==> src/rtl/btb_pkg.sv <==
// Shared types for the BTB execute-side resolve path: 2-bit predictor states,
// the buffered fetch-time prediction record and BTB geometry constants.
package btb_pkg;

  localparam int unsigned BTB_INDEX_BITS = 3;
  localparam int unsigned BTB_TAG_BITS   = 27;
  // Tag + index + word-offset bits span the widest PC the prediction buffer holds.
  localparam int unsigned BTB_PC_BITS    = BTB_TAG_BITS + BTB_INDEX_BITS + 2;

  typedef enum logic [1:0] {
    STRONG_NT = 2'b00,
    WEAK_NT   = 2'b01,
    WEAK_T    = 2'b10,
    STRONG_T  = 2'b11
  } btb_fsm_t;

  typedef struct packed {
    logic [BTB_PC_BITS-1:0] pc;
    logic                   hit;
    logic [BTB_PC_BITS-1:0] target;
    logic                   taken;
    btb_fsm_t               fsm;
  } pred_entry_t;

  function automatic btb_fsm_t fsm_step(input btb_fsm_t s, input logic taken);
    case (s)
      STRONG_NT: return taken ? WEAK_NT  : STRONG_NT;
      WEAK_NT:   return taken ? WEAK_T   : STRONG_NT;
      WEAK_T:    return taken ? STRONG_T : WEAK_NT;
      default:   return taken ? STRONG_T : WEAK_T;
    endcase
  endfunction

endpackage

==> src/rtl/btb_resolve_unit_pred_fifo.sv <==
// In-order buffer of fetch-time predictions (module pred_fifo).
// Pointers carry an extra wrap bit so full and empty are distinguishable.
module pred_fifo
  import btb_pkg::*;
#(
  parameter int unsigned DEPTH = 4
) (
  input  logic        clk,
  input  logic        reset,
  input  logic        push,
  input  logic        pop,
  input  logic        flush,
  input  pred_entry_t push_data,
  output pred_entry_t head,
  output logic        full,
  output logic        empty
);

  localparam int unsigned AW = $clog2(DEPTH);

  pred_entry_t     mem [DEPTH];
  logic [AW:0]     wr_ptr;
  logic [AW:0]     rd_ptr;
  logic            do_push;
  logic            do_pop;

  assign empty   = (wr_ptr == rd_ptr);
  assign full    = (wr_ptr[AW] != rd_ptr[AW]) && (wr_ptr[AW-1:0] == rd_ptr[AW-1:0]);
  assign do_push = push & ~full & ~flush;
  assign do_pop  = pop & ~empty;
  assign head    = mem[rd_ptr[AW-1:0]];

  always_ff @(posedge clk or posedge reset) begin
    if (reset) begin
      wr_ptr <= '0;
      rd_ptr <= '0;
    end else if (flush) begin
      wr_ptr <= '0;
      rd_ptr <= '0;
    end else begin
      if (do_push) wr_ptr <= wr_ptr + (AW+1)'(1);
      if (do_pop)  rd_ptr <= rd_ptr + (AW+1)'(1);
    end
  end

  always_ff @(posedge clk) begin
    if (do_push) mem[wr_ptr[AW-1:0]] <= push_data;
  end

endmodule

==> src/rtl/btb_resolve_unit.sv <==
// Resolves buffered BTB predictions against EX outcomes; drives BTB write-back,
// mispredict/redirect and flush. Optional counters: define BTB_RESOLVE_STATS_EN.
module btb_resolve_unit
  import btb_pkg::*;
#(
  parameter int unsigned DEPTH = 4,
  parameter int unsigned XLEN  = 32
) (
  input  logic            clk,
  input  logic            reset,
  input  logic            fetch_valid,
  input  logic [XLEN-1:0] fetch_pc,
  input  logic            pred_hit,
  input  logic [XLEN-1:0] pred_target,
  input  logic            pred_taken,
  input  logic [1:0]      pred_fsm,
  output logic            fetch_ready,
  input  logic            res_valid,
  input  logic [XLEN-1:0] res_pc,
  input  logic            res_is_branch,
  input  logic            res_taken,
  input  logic [XLEN-1:0] res_target,
  output logic            res_ready,
  output logic            update,
  output logic [XLEN-1:0] updatePC,
  output logic [XLEN-1:0] updateTarget,
  output logic [1:0]      update_fsm,
  output logic            mispredicted,
  output logic [XLEN-1:0] redirect_pc,
  output logic            desync
`ifdef BTB_RESOLVE_STATS_EN
  ,
  output logic [31:0]     stat_branches,
  output logic [31:0]     stat_mispredicts
`endif
);

  pred_entry_t     in_entry;
  pred_entry_t     head;
  logic            full;
  logic            empty;
  logic            pop;
  logic            flush;
  logic [XLEN-1:0] head_pc;
  logic [XLEN-1:0] head_target;
  logic [XLEN-1:0] seq_pc;
  logic [XLEN-1:0] nxt_redirect;
  logic [XLEN-1:0] nxt_target;
  logic            nxt_update;
  logic            nxt_mis;
  btb_fsm_t        nxt_fsm;

  // Buffer entries are BTB_PC_BITS wide; XLEN is expected not to exceed it.
  always_comb begin
    in_entry        = '0;
    in_entry.pc     = BTB_PC_BITS'(fetch_pc);
    in_entry.hit    = pred_hit;
    in_entry.target = BTB_PC_BITS'(pred_target);
    in_entry.taken  = pred_taken;
    in_entry.fsm    = btb_fsm_t'(pred_fsm);
  end

  assign head_pc     = XLEN'(head.pc);
  assign head_target = XLEN'(head.target);
  assign fetch_ready = ~full;
  assign res_ready   = ~empty;
  assign pop         = res_valid & ~empty;
  assign flush       = pop & nxt_mis;

  pred_fifo #(.DEPTH(DEPTH)) u_fifo (
    .clk       (clk),
    .reset     (reset),
    .push      (fetch_valid),
    .pop       (pop),
    .flush     (flush),
    .push_data (in_entry),
    .head      (head),
    .full      (full),
    .empty     (empty)
  );

  assign seq_pc       = res_pc + XLEN'(4);
  assign nxt_redirect = (res_taken & res_is_branch) ? res_target : seq_pc;

  always_comb begin
    nxt_update = 1'b0;
    nxt_mis    = 1'b0;
    nxt_fsm    = STRONG_NT;
    nxt_target = res_target;
    if (res_is_branch) begin
      nxt_mis = (head.taken != res_taken) | (res_taken & (head_target != res_target));
      if (head.hit) begin
        nxt_update = 1'b1;
        nxt_fsm    = fsm_step(head.fsm, res_taken);
      end else if (res_taken) begin
        nxt_update = 1'b1;
        nxt_fsm    = WEAK_T;
      end
    end else if (head.hit & head.taken) begin
      // A taken hit on a non-branch is an alias: kill it by pointing at the fall-through.
      nxt_mis    = 1'b1;
      nxt_update = 1'b1;
      nxt_fsm    = STRONG_NT;
      nxt_target = seq_pc;
    end
  end

  always_ff @(posedge clk or posedge reset) begin
    if (reset) begin
      update       <= 1'b0;
      mispredicted <= 1'b0;
      updatePC     <= '0;
      updateTarget <= '0;
      update_fsm   <= '0;
      redirect_pc  <= '0;
      desync       <= 1'b0;
    end else begin
      update       <= pop & nxt_update;
      mispredicted <= pop & nxt_mis;
      if (pop) begin
        updatePC     <= res_pc;
        updateTarget <= nxt_target;
        update_fsm   <= nxt_fsm;
        redirect_pc  <= nxt_redirect;
        if (head_pc != res_pc) desync <= 1'b1;
      end
    end
  end

`ifdef BTB_RESOLVE_STATS_EN
  always_ff @(posedge clk or posedge reset) begin
    if (reset) begin
      stat_branches    <= '0;
      stat_mispredicts <= '0;
    end else begin
      if (pop & res_is_branch & ~&stat_branches) stat_branches <= stat_branches + 32'd1;
      if (pop & nxt_mis & ~&stat_mispredicts)    stat_mispredicts <= stat_mispredicts + 32'd1;
    end
  end
`endif

endmodule

==> config.mk <==
export PLATFORM = sky130hd
export DESIGN_NAME = btb_resolve_unit
export DESIGN_NICKNAME = d
export VERILOG_FILES = /design/src/rtl/btb_pkg.sv /design/src/rtl/btb_resolve_unit_pred_fifo.sv /design/src/rtl/btb_resolve_unit.sv
export SDC_FILE = /design/constraint.sdc
export NUM_CORES = 1
export LEC_CHECK = 0
export BUFFER_PORTS_ARGS = -buffer_cell sky130_fd_sc_hd__buf_2
export CAP_MARGIN = 20
export CORE_AREA = 10 10 175 177
export CTS_CLUSTER_SIZE = 20
export DETAILED_ROUTE_END_ITERATION = 12
export DIE_AREA = 0 0 185 187
export GPL_TIMING_DRIVEN = 0
export MAX_ROUTING_LAYER = met4
export PLACE_DENSITY = 0.82
export SYNTH_ARGS = -nofsm -noshare
export SYNTH_HDL_FRONTEND = slang
export SYNTH_SLANG_ARGS = --single-unit
==> constraint.sdc <==
create_clock -name clk -period 18.2 [get_ports clk]
set_input_delay 0.91 -clock clk [delete_from_list [all_inputs] [get_ports clk]]
set_output_delay 0.91 -clock clk [all_outputs]
set_load 0.02 [all_outputs]
After elaboration in Yosys (flattened, before gate mapping)
Memories as Yosys holds them, arrays and structs flattened.
Cells that the tools add are included.

cells by class
  add/subtract/negate cells = 3
  equal/unequal tests = 8
  mux-type cells = 21
  bitwise operators = 13
  reduce and logical (&&, ||, !) cells = 5

operator list
  cell                                                             count
  32-bit 2-to-1 mux                                                3
  32-bit != test                                                   2
  32-bit by 3-bit adder with 32-bit output, second input constant  1
  3-bit 2-to-1 mux                                                 4
  1-bit AND                                                        9
  1-bit 2-to-1 mux                                                 9
  2-bit 2-to-1 mux                                                 4
  3-bit by 1-bit adder with 3-bit output, second input constant    2
  2-bit one-hot mux with 3 select lines                            1
  2-bit nonzero test                                               2
  3-bit == test                                                    1
  1-bit NOT                                                        3
  2-bit by 1-bit == test with 1-bit output, second input constant  1
  2-bit == test                                                    1
  2-bit == test, second input constant                             1
  2-bit zero test                                                  1
  1-bit != test                                                    2
  2-bit AND reduction                                              1
  1-bit logical AND                                                1
  1-bit bitwise OR                                                 1

word-level totals
  register bits after elaboration = 107
  RAM bits = 272
  output and inout port bits = 103
  word-level logic and storage cells = 60
  memories kept = 1

memory list
  memory      depth  width  read ports  clocked after memory_dff  wr ports  RTL line                          text
  u_fifo.mem  4      68     1           0                         1         btb_resolve_unit_pred_fifo.sv:21  pred_entry_t mem [DEPTH];

Longest topological paths before layout
Gate-level depths: netlist (run 1).
An unclocked memory read counts as a cell.

  depth after elaboration = 10
  depth in mapped cells = 13

Cells and area by module
Synthesis (run 1) repeated with hierarchy kept, for this count alone.

second synthesis, totals
  cells, all modules = 1101
  area, all modules = 16052.9 um^2

modules (own cells, without submodules)
  module            times used  cells each  area each (um^2)  sequential area each (um^2)
  pred_fifo         1           420         10338.7           8318.0
  btb_resolve_unit  1           681         5714.2            2527.4

Worst setup path before layout (run 1)
Ideal clock, no wire load.

  path kind = in2reg
  start = in res_target[20]
  end = mem u_fifo.mem[3][0] (netlist bit), enable pin
  arrival time = 5.443 ns
  data required time = 17.706 ns
  setup slack = 12.262 ns
  stages = 8
  buffers on the path = 1
  cell sequence = and2_1 -> a22o_1 -> or4_1 -> a2111o_1 -> nand4bb_1 -> o211a_1 -> buf_6 -> nor2_1

between the ends
  word-level cells in the longest chain between the ends = 9

ends and longest elaborated chain
  what                                    RTL line                          text
  start, declared                         btb_resolve_unit.sv:22            input logic [XLEN-1:0] res_target,
  32-bit != test                          btb_resolve_unit.sv:91            nxt_mis = (head.taken != res_taken) | (res_taken & (head_target != res_target));
  1-bit AND                               btb_resolve_unit.sv:91
  1-bit bitwise OR                        btb_resolve_unit.sv:91
  1-bit 2-to-1 mux                        btb_resolve_unit.sv:90            if (res_is_branch) begin
  1-bit AND                               btb_resolve_unit.sv:68            assign flush = pop & nxt_mis;
  net flush                               btb_resolve_unit.sv:43            logic flush;
  1-bit NOT                               btb_resolve_unit_pred_fifo.sv:29  assign do_push = push & ~full & ~flush;
  1-bit AND                               btb_resolve_unit_pred_fifo.sv:29
  1-bit 2-to-1 mux                        btb_resolve_unit_pred_fifo.sv:47  if (do_push) mem[wr_ptr[AW-1:0]] <= push_data;
  1-bit 2-to-1 mux (implied by the code)  btb_resolve_unit_pred_fifo.sv:47
  end, declared                           btb_resolve_unit_pred_fifo.sv:21

The timed path passes the listed nets, and every way through them passes these cells.

Worst setup path after layout (run 1)
  start = reg u_fifo.rd_ptr[1]
  end = mem u_fifo.mem[3][58] (netlist bit), enable pin

between the ends
  word-level cells in the longest chain between the ends = 10
  elaborated cells on any way between the ends = 20
  those cells by class = eq/ne (4); mux (4); bitwise (10); reduce/logical (1); memory (1)

ends and longest elaborated chain
  what                                      RTL line                          text
  start, declared                           btb_resolve_unit_pred_fifo.sv:23  logic [AW:0] rd_ptr;
  start signal, assigned                    btb_resolve_unit_pred_fifo.sv:42  if (do_pop) rd_ptr <= rd_ptr + (AW+1)'(1);
  memory read 4 x 68 bit                    -
  32-bit != test                            btb_resolve_unit.sv:91
  1-bit AND                                 btb_resolve_unit.sv:91
  1-bit bitwise OR                          btb_resolve_unit.sv:91
  1-bit 2-to-1 mux                          btb_resolve_unit.sv:90
  1-bit AND *                               btb_resolve_unit.sv:68
  net flush                                 btb_resolve_unit.sv:43
  1-bit NOT *                               btb_resolve_unit_pred_fifo.sv:29
  1-bit AND *                               btb_resolve_unit_pred_fifo.sv:29
  1-bit 2-to-1 mux *                        btb_resolve_unit_pred_fifo.sv:47
  1-bit 2-to-1 mux (implied by the code) *  btb_resolve_unit_pred_fifo.sv:47

Mark *: on every way through the listed nets, which the timed path passes. The rest lies on a longest branch.

==> results_dict.tcl, run 1 <==
set metrics [dict create \
    ys_async_sr_fraction_pct 28.2 \
    port_buffers 232 \
    clock_sinks 379 \
    whs_ns 0.470 \
    core_um2 27300 \
    p_switching_mw 1.14 \
    clkLatencyLatePin_ns 0.54 \
    grt_pass1_wl_um 68600 \
    power_density_nw_per_um2 167 \
    synthMuxAreaShare_pct 11.4 \
    finalMaxSlewViolations 0 \
    fin_area_um2 19200 \
    drc 0 \
    hold_buffers 0 \
    cts_root_buf "clkbuf_16" \
    worstSetupEndpointType "flip-flop" \
    period_needed_ns 4.76 \
    crit_arrival_ns 4.98 \
    synth_seq_cells 379 \
    synth.cell_area_um2 16000 \
    cts_buffer_depth 3 \
    leakagePower_nw 7.46 \
    status "finished, final reports clean" \
    setup_ws_ns 13.44 \
    drt-initial-drc-count 1405 \
    routed_wl_um 46800 \
    fmax_mhz 210 \
    cts.clk_slew.worst_paths_ns 0.06 \
    period_share_pct 26.1 \
    synth_top_family_by_area "multiplexers" \
    synthSimpleGateAreaFrac_pct 8.41 \
    final_cell_mix "272 x edfxtp_1, 244 x buf_2, 186 x nand2_1" \
    max_slew_margin_pct 34.2 \
    synth_cell_type_count 47 \
    place_ws_ns 13.60 \
    grt-ovfl-total 0 \
    cts-resized-gates 0 \
    grt_max_degree 57 \
    dr_total_vias 10800 \
    track_usage_pct 27.3 \
    p_sw_share_pct 35.7 \
    dr.pass1.iters 5 \
    layout_commonest_cell "edfxtp_1" \
    yosysSeqAreaShare_pct 67.8 \
    nNetsFinal 1532 \
    ys_warn_count 0 \
    viasPerCell 6.10 \
    wl_per_cell_um 26.3 \
    syn_avg_cell_area_um2 14.5 \
    power_frac_seq_pct 40.4 \
    cp_max_fo 28 \
    p_clk_share_pct 25.2 \
    hold_class "reg2reg" \
    dp.final_hpwl_um 34100 \
    htreeDepth 2 \
    num_rows 61 \
    die_h_um 187 \
    rsz0062_at_grt "no" \
    vdd_ir_drop_max_uv 74.0 \
    layout-drive-gt1-share_pct 27.2 \
    worstMarginPinSlew_ns 0.985 \
    post_dp_cell_area_um2 17800 \
    drv_cap 0 \
    start_util_pct 58.5 \
    hold_viol_final 0 \
    ys.flop_type "edfxtp_1" \
    synth_edf_count 272 \
    synth_xor_area_share_pct 5.10 \
    place.gp.congestion 0.963 \
    antenna_found_initial 12 \
    first_global_vias 10900 \
    fin_cells 1779 \
    ioPinCount 241 \
    cts_buffers 38 \
    antenna_left 0 \
    tns_ns 0 \
    cts_tree "done" \
    p_comb_share_pct 34.4 \
    crit_required_ns 18.42 \
    synth_nets 1249 \
    synthCells 1105 \
    synthAdderAreaFrac_pct 0.532 \
    internal-power_mw 2.06 \
    skew_ns 0.0293 \
    critPathLaunchType "flip-flop" \
    crit_type "reg2reg" \
    dieArea_um2 34600 \
    die_w_um 185 \
    post-cts-setup-buffers 0 \
    setup_viol 0 \
    syn_to_final_growth_pct 20.0 \
    synth-compound-area-share_pct 4.65 \
    place_inst 1693 \
]
## Yosys cell counts (2+ instances only)
cell type,number,area share [%]
xor2_1,41,2.2
and3_1,7,0.27
a31oi_1,5,0.20
nor2_1,42,0.99
a22o_1,3,0.16
xnor2_1,52,2.8
o22ai_1,3,0.12
o32ai_1,2,0.11
ha_1,6,0.47
and2_1,5,0.20
nor2b_1,4,0.16
nor4_1,13,0.51
inv_1,13,0.31
nand3_1,14,0.44
edfxtp_1,272,51
mux2_2,3,0.21
buf_4,7,0.33
buf_6,2,0.14
or3_1,4,0.16
buf_2,12,0.38
clkbuf_1,37,0.87
nor3_1,8,0.25
buf_1,2,0.047
mux4_2,58,8.2
a21oi_1,21,0.66
nand4_1,16,0.63
o21ai_0,91,2.8
nand2_1,186,4.4
nand2b_1,3,0.12
mux2i_1,48,3.0
dfrtp_1,107,17
and4_1,3,0.16
## state kept, by name, indices dropped and copies added, names as in the netlist
name	cells
u_fifo.wr_ptr	3
updateTarget	32
u_fifo.rd_ptr	3
mispredicted	1
redirect_pc	32
u_fifo.mem	272
updatePC	32
desync	1
update	1
update_fsm	2
## worst paths after layout
path                                       start                end  slack [ns]  depth (start not counted)
worst max-delay path            u_fifo.rd_ptr[1]  u_fifo.mem[3][58]       13.44                         13
worst min register to register       updatePC[1]        updatePC[1]        0.47                          2
min in group asynchronous                  reset       updatePC[26]        0.51                          2
worst min-delay path                 updatePC[1]        updatePC[1]        0.47                          2
max in group asynchronous                  reset   u_fifo.wr_ptr[0]       16.96                          3
worst max register to register  u_fifo.rd_ptr[1]  u_fifo.mem[3][58]       13.44                         13
## through the flow
stage | util (%) | total power, mW
after global placement | 64.3 | 2.34
after CTS | 70.1 | 3.20
final | 70.2 | 3.20
after floorplan | - | 1.97
after detailed placement | 65.3 | 2.39
after global routing | 70.2 | 3.34
## routing by layer
metal  global-route usage (%)  wire length [um]  up-vias  part of all wire, %
li1                         -                 -     4673                    -
met1                     34.4             17200     5390                   37
met2                     41.5             22400      669                   48
met3                     7.58              5410      116                   12
met4                     10.4              1820        0                  3.9
met5                        -                 0        -                    0
## final cells by class
cell class / instances / area, um2
Clock inverter: 13 / 214
Antenna cell: 15 / 37.5
Timing Repair Buffer: 243 / 1400
Tap cell: 346 / 433
Multi-Input combinational cell: 652 / 4840
Sequential cell: 379 / 10800
Inverter: 14 / 55.1
Clock buffer: 57 / 1080
Fill cell: 1830 / 8140
Buffer: 60 / 282
## power by group through the flow
stage	logic [mW]	clock network [mW]	registers, mW
floorplan	0.557	0	1.41
global placement	1.03	0	1.31
detailed placement	1.09	0	1.30
CTS	1.10	0.811	1.29
global route	1.18	0.849	1.31
finish	1.10	0.809	1.29
## cell families after synthesis
logic type | after synthesis
flops | 379
simple gates | 308
mux | 109
buf+inv | 74
fa+ha+maj | 7
compound gates | 135
xor+xnor | 93
## worst max-delay path: stages (launching register included)
cell	delay, ns
dfrtp_1	0.50
buf_2	0.35
buf_2	0.37
buf_2	0.37
mux2i_1	0.35
o22ai_1	0.12
nor4_1	0.32
mux2i_1	0.16
or3_1	0.40
o211a_1	0.22
buf_6	0.15
nor2_4	0.56
buf_12	0.28
buf_12	0.23
Note: power is estimated with default switching activity, not from simulation.
==> run 2: changes to the inputs <==
--- a/config.mk
+++ b/config.mk
@@ -5,15 +5,16 @@
 export SDC_FILE = /design/constraint.sdc
 export NUM_CORES = 1
 export LEC_CHECK = 0
+export ABC_AREA = 1
 export BUFFER_PORTS_ARGS = -buffer_cell sky130_fd_sc_hd__buf_2
 export CAP_MARGIN = 20
-export CORE_AREA = 10 10 175 177
+export CORE_AREA = 10 10 181 183
 export CTS_CLUSTER_SIZE = 20
 export DETAILED_ROUTE_END_ITERATION = 12
-export DIE_AREA = 0 0 185 187
+export DIE_AREA = 0 0 191 193
 export GPL_TIMING_DRIVEN = 0
 export MAX_ROUTING_LAYER = met4
-export PLACE_DENSITY = 0.82
+export PLACE_DENSITY = 0.79
 export SYNTH_ARGS = -nofsm -noshare
 export SYNTH_HDL_FRONTEND = slang
 export SYNTH_SLANG_ARGS = --single-unit
==> constraint.sdc (replaced) <==
create_clock -name clk -period 4.7 [get_ports clk]
set_input_delay 0.235 -clock clk [delete_from_list [all_inputs] [get_ports clk]]
set_output_delay 0.235 -clock clk [all_outputs]
set_load 0.02 [all_outputs]
==> run 2 against run 1 <==
Final area rose by 6.0%. Clock power grew to 3.7 times the previous value. Combinational power rose to 4.7 times the previous value. Non-clock buffer count grew 91. Highest routed layer unchanged.
==> results_dict.tcl, run 2 <==
set metrics [dict create \
    drc 0 \
    fmax_mhz 243 \
    ioPinCount 241 \
    synthTopCellsByCount "476 x nand2_1, 272 x edfxtp_1, 140 x nand3_1" \
    worstSetupEndpointType "flip-flop" \
    place.gp.congestion 0.943 \
    leakagePower_nw 8.59 \
    grt-ovfl-total 0 \
    num_rows 63 \
    crit_arrival_ns 4.34 \
    rsz0062_at_grt "no" \
    fin_area_um2 20300 \
    max_slew_margin_pct 38.7 \
    whs_ns 0.0296 \
    port_buffers 240 \
    ys_async_sr_fraction_pct 28.2 \
    syn_avg_cell_area_um2 10.4 \
    synth_seq_cells 379 \
    core_um2 29200 \
    fin_total_pwr_mw 13.2 \
    post_dp_cell_area_um2 18400 \
    period_share_pct 87.7 \
    cp_max_fo 24 \
    antenna_left 0 \
    vdd_ir_drop_max_uv 374 \
    ys_top_cells_by_area "edfxtp_1 50%, dfrtp_1 16%, nand2_1 11%" \
    syn_to_final_growth_pct 23.8 \
    clock_sinks 379 \
    routed_wl_um 53900 \
    synth_area_leader_cell "edfxtp_1" \
    synth_nets 1726 \
    htreeDepth 2 \
    place_inst 2222 \
    track_usage_pct 29.4 \
    post-cts-setup-buffers 0 \
    drv_cap 0 \
    hold_class "in2reg" \
    layout-drive-gt1-share_pct 18.8 \
    die_h_um 193 \
    synth_edf_count 272 \
    power_density_nw_per_um2 648 \
    synth_most_common_cell "nand2_1" \
    clkLatencyLatePin_ns 0.54 \
    hold_viol_final 0 \
    grt_pass1_wl_um 80000 \
    crit_type "reg2reg" \
    wl_per_cell_um 22.7 \
    nNetsFinal 2089 \
    layout_commonest_cell "nand2_1" \
    start_util_pct 56.2 \
    fin_cells 2372 \
    first_global_vias 13400 \
    die_w_um 191 \
    worstMarginPinSlew_ns 0.918 \
    cts_buffers 39 \
    fillers 2153 \
    viasPerCell 5.80 \
    synth.cell_area_um2 16400 \
    largest_reg_flops 272 \
    cts_tree "done" \
    status "finished, final reports clean" \
    ys.flop_type "edfxtp_1" \
    dieArea_um2 36900 \
    ys_warn_count 0 \
    finalMaxSlewViolations 0 \
    cts.clk_slew.worst_paths_ns 0.07 \
    setup_viol 0 \
    drt-initial-drc-count 1912 \
    cts_buffer_depth 3 \
    skew_ns 0.0249 \
    yosysSeqAreaShare_pct 66.0 \
    synthCells 1582 \
    dr.pass1.iters 5 \
    critPathLaunchType "flip-flop" \
    dr_total_vias 13800 \
    period_needed_ns 4.12 \
    yosysTopAreaCellShare_pct 49.7 \
    antenna_found_initial 5 \
    hold_buffers 72 \
    place_ws_ns 0.672 \
    crit_required_ns 4.92 \
    cts_root_buf "clkbuf_16" \
    grt_max_degree 57 \
    cts-resized-gates 0 \
    dp.final_hpwl_um 38900 \
    synth_cell_type_count 33 \
    final_cell_mix "476 x nand2_1, 274 x buf_2, 272 x edfxtp_1" \
    setup_ws_ns 0.578 \
]
run 2: cell type report:
class                           count  area, um2  share of cell area (%)
Sequential cell                   379      10800                    53.3
Multi-Input combinational cell   1045       4930                    24.3
Timing Repair Buffer              322       2140                    10.5
Clock buffer                       42        987                    4.85
Tap cell                          390        488                    2.40
Buffer                             72        365                    1.80
Inverter                           86        325                    1.60
Clock inverter                     29        244                    1.20
Antenna cell                        7       17.5                  0.0861
run 2: logic make-up (layout without fill, tap and decap cells):
kind of cell	after synthesis	after routing	synth area share (%)
buffers and inverters	158	551	4.19
and+or+nand+nor	767	767	19.1
AOI/OAI and AO/OA	212	212	7.07
other	0	7	0
xor gates and xnor gates	60	60	3.20
adders and majority gates	6	6	0.457
DFF	379	379	66.0
run 2: critical path, cell delays in order (launching register included):
cell and delay, ns:
dfrtp_1 0.38, buf_2 0.20, inv_2 0.18, buf_2 0.30
nand3_1 0.11, nand2_1 0.10, xor2_1 0.17, inv_1 0.06
nor2_1 0.17, nand2_1 0.07, nor2_1 0.11, nand3_1 0.13
nand2_1 0.09, nand2_1 0.06, nand2_2 0.16, nand2_1 0.22
nor2_4 0.75, buf_12 0.29, buf_12 0.21
run 2: per-layer routing:
metal,track usage (%),wire [um],share of wire [%]
met1,36.6,20100,37
met2,46.5,25600,47
met3,5.45,5600,10
met4,13.3,2650,4.9
met5,-,0,0
run 2: path summary, 6_finish.rpt:
check                                  from                end  slack, ns  cells after the start
setup reg to reg           u_fifo.rd_ptr[1]  u_fifo.mem[2][48]       0.58                     18
min in group asynchronous             reset        updatePC[1]       0.39                      3
max in group asynchronous             reset     redirect_pc[7]       3.57                      4
setup / recovery           u_fifo.rd_ptr[1]  u_fifo.mem[2][48]       0.58                     18
hold / removal                res_target[1]     redirect_pc[1]       0.03                      3
hold reg to reg            updateTarget[27]   updateTarget[27]       0.48                      2
run 2: power by group:
part           switching [mW]  leakage, nW  internal [mW]  total (mW)
Sequential              0.459         3.76           4.52        4.98
Combinational            3.64         4.24           1.55        5.19
Clock                    1.31        0.597           1.70        3.01
run 2: through the flow:
stage          util, %  TNS [ns]
5_1_grt           69.5         0
4_1_cts           69.5         0
6_report          69.6         0
3_5_place_dp      62.8         0
2_1_floorplan        -    -70.45
3_3_place_gp      62.0   -751.70
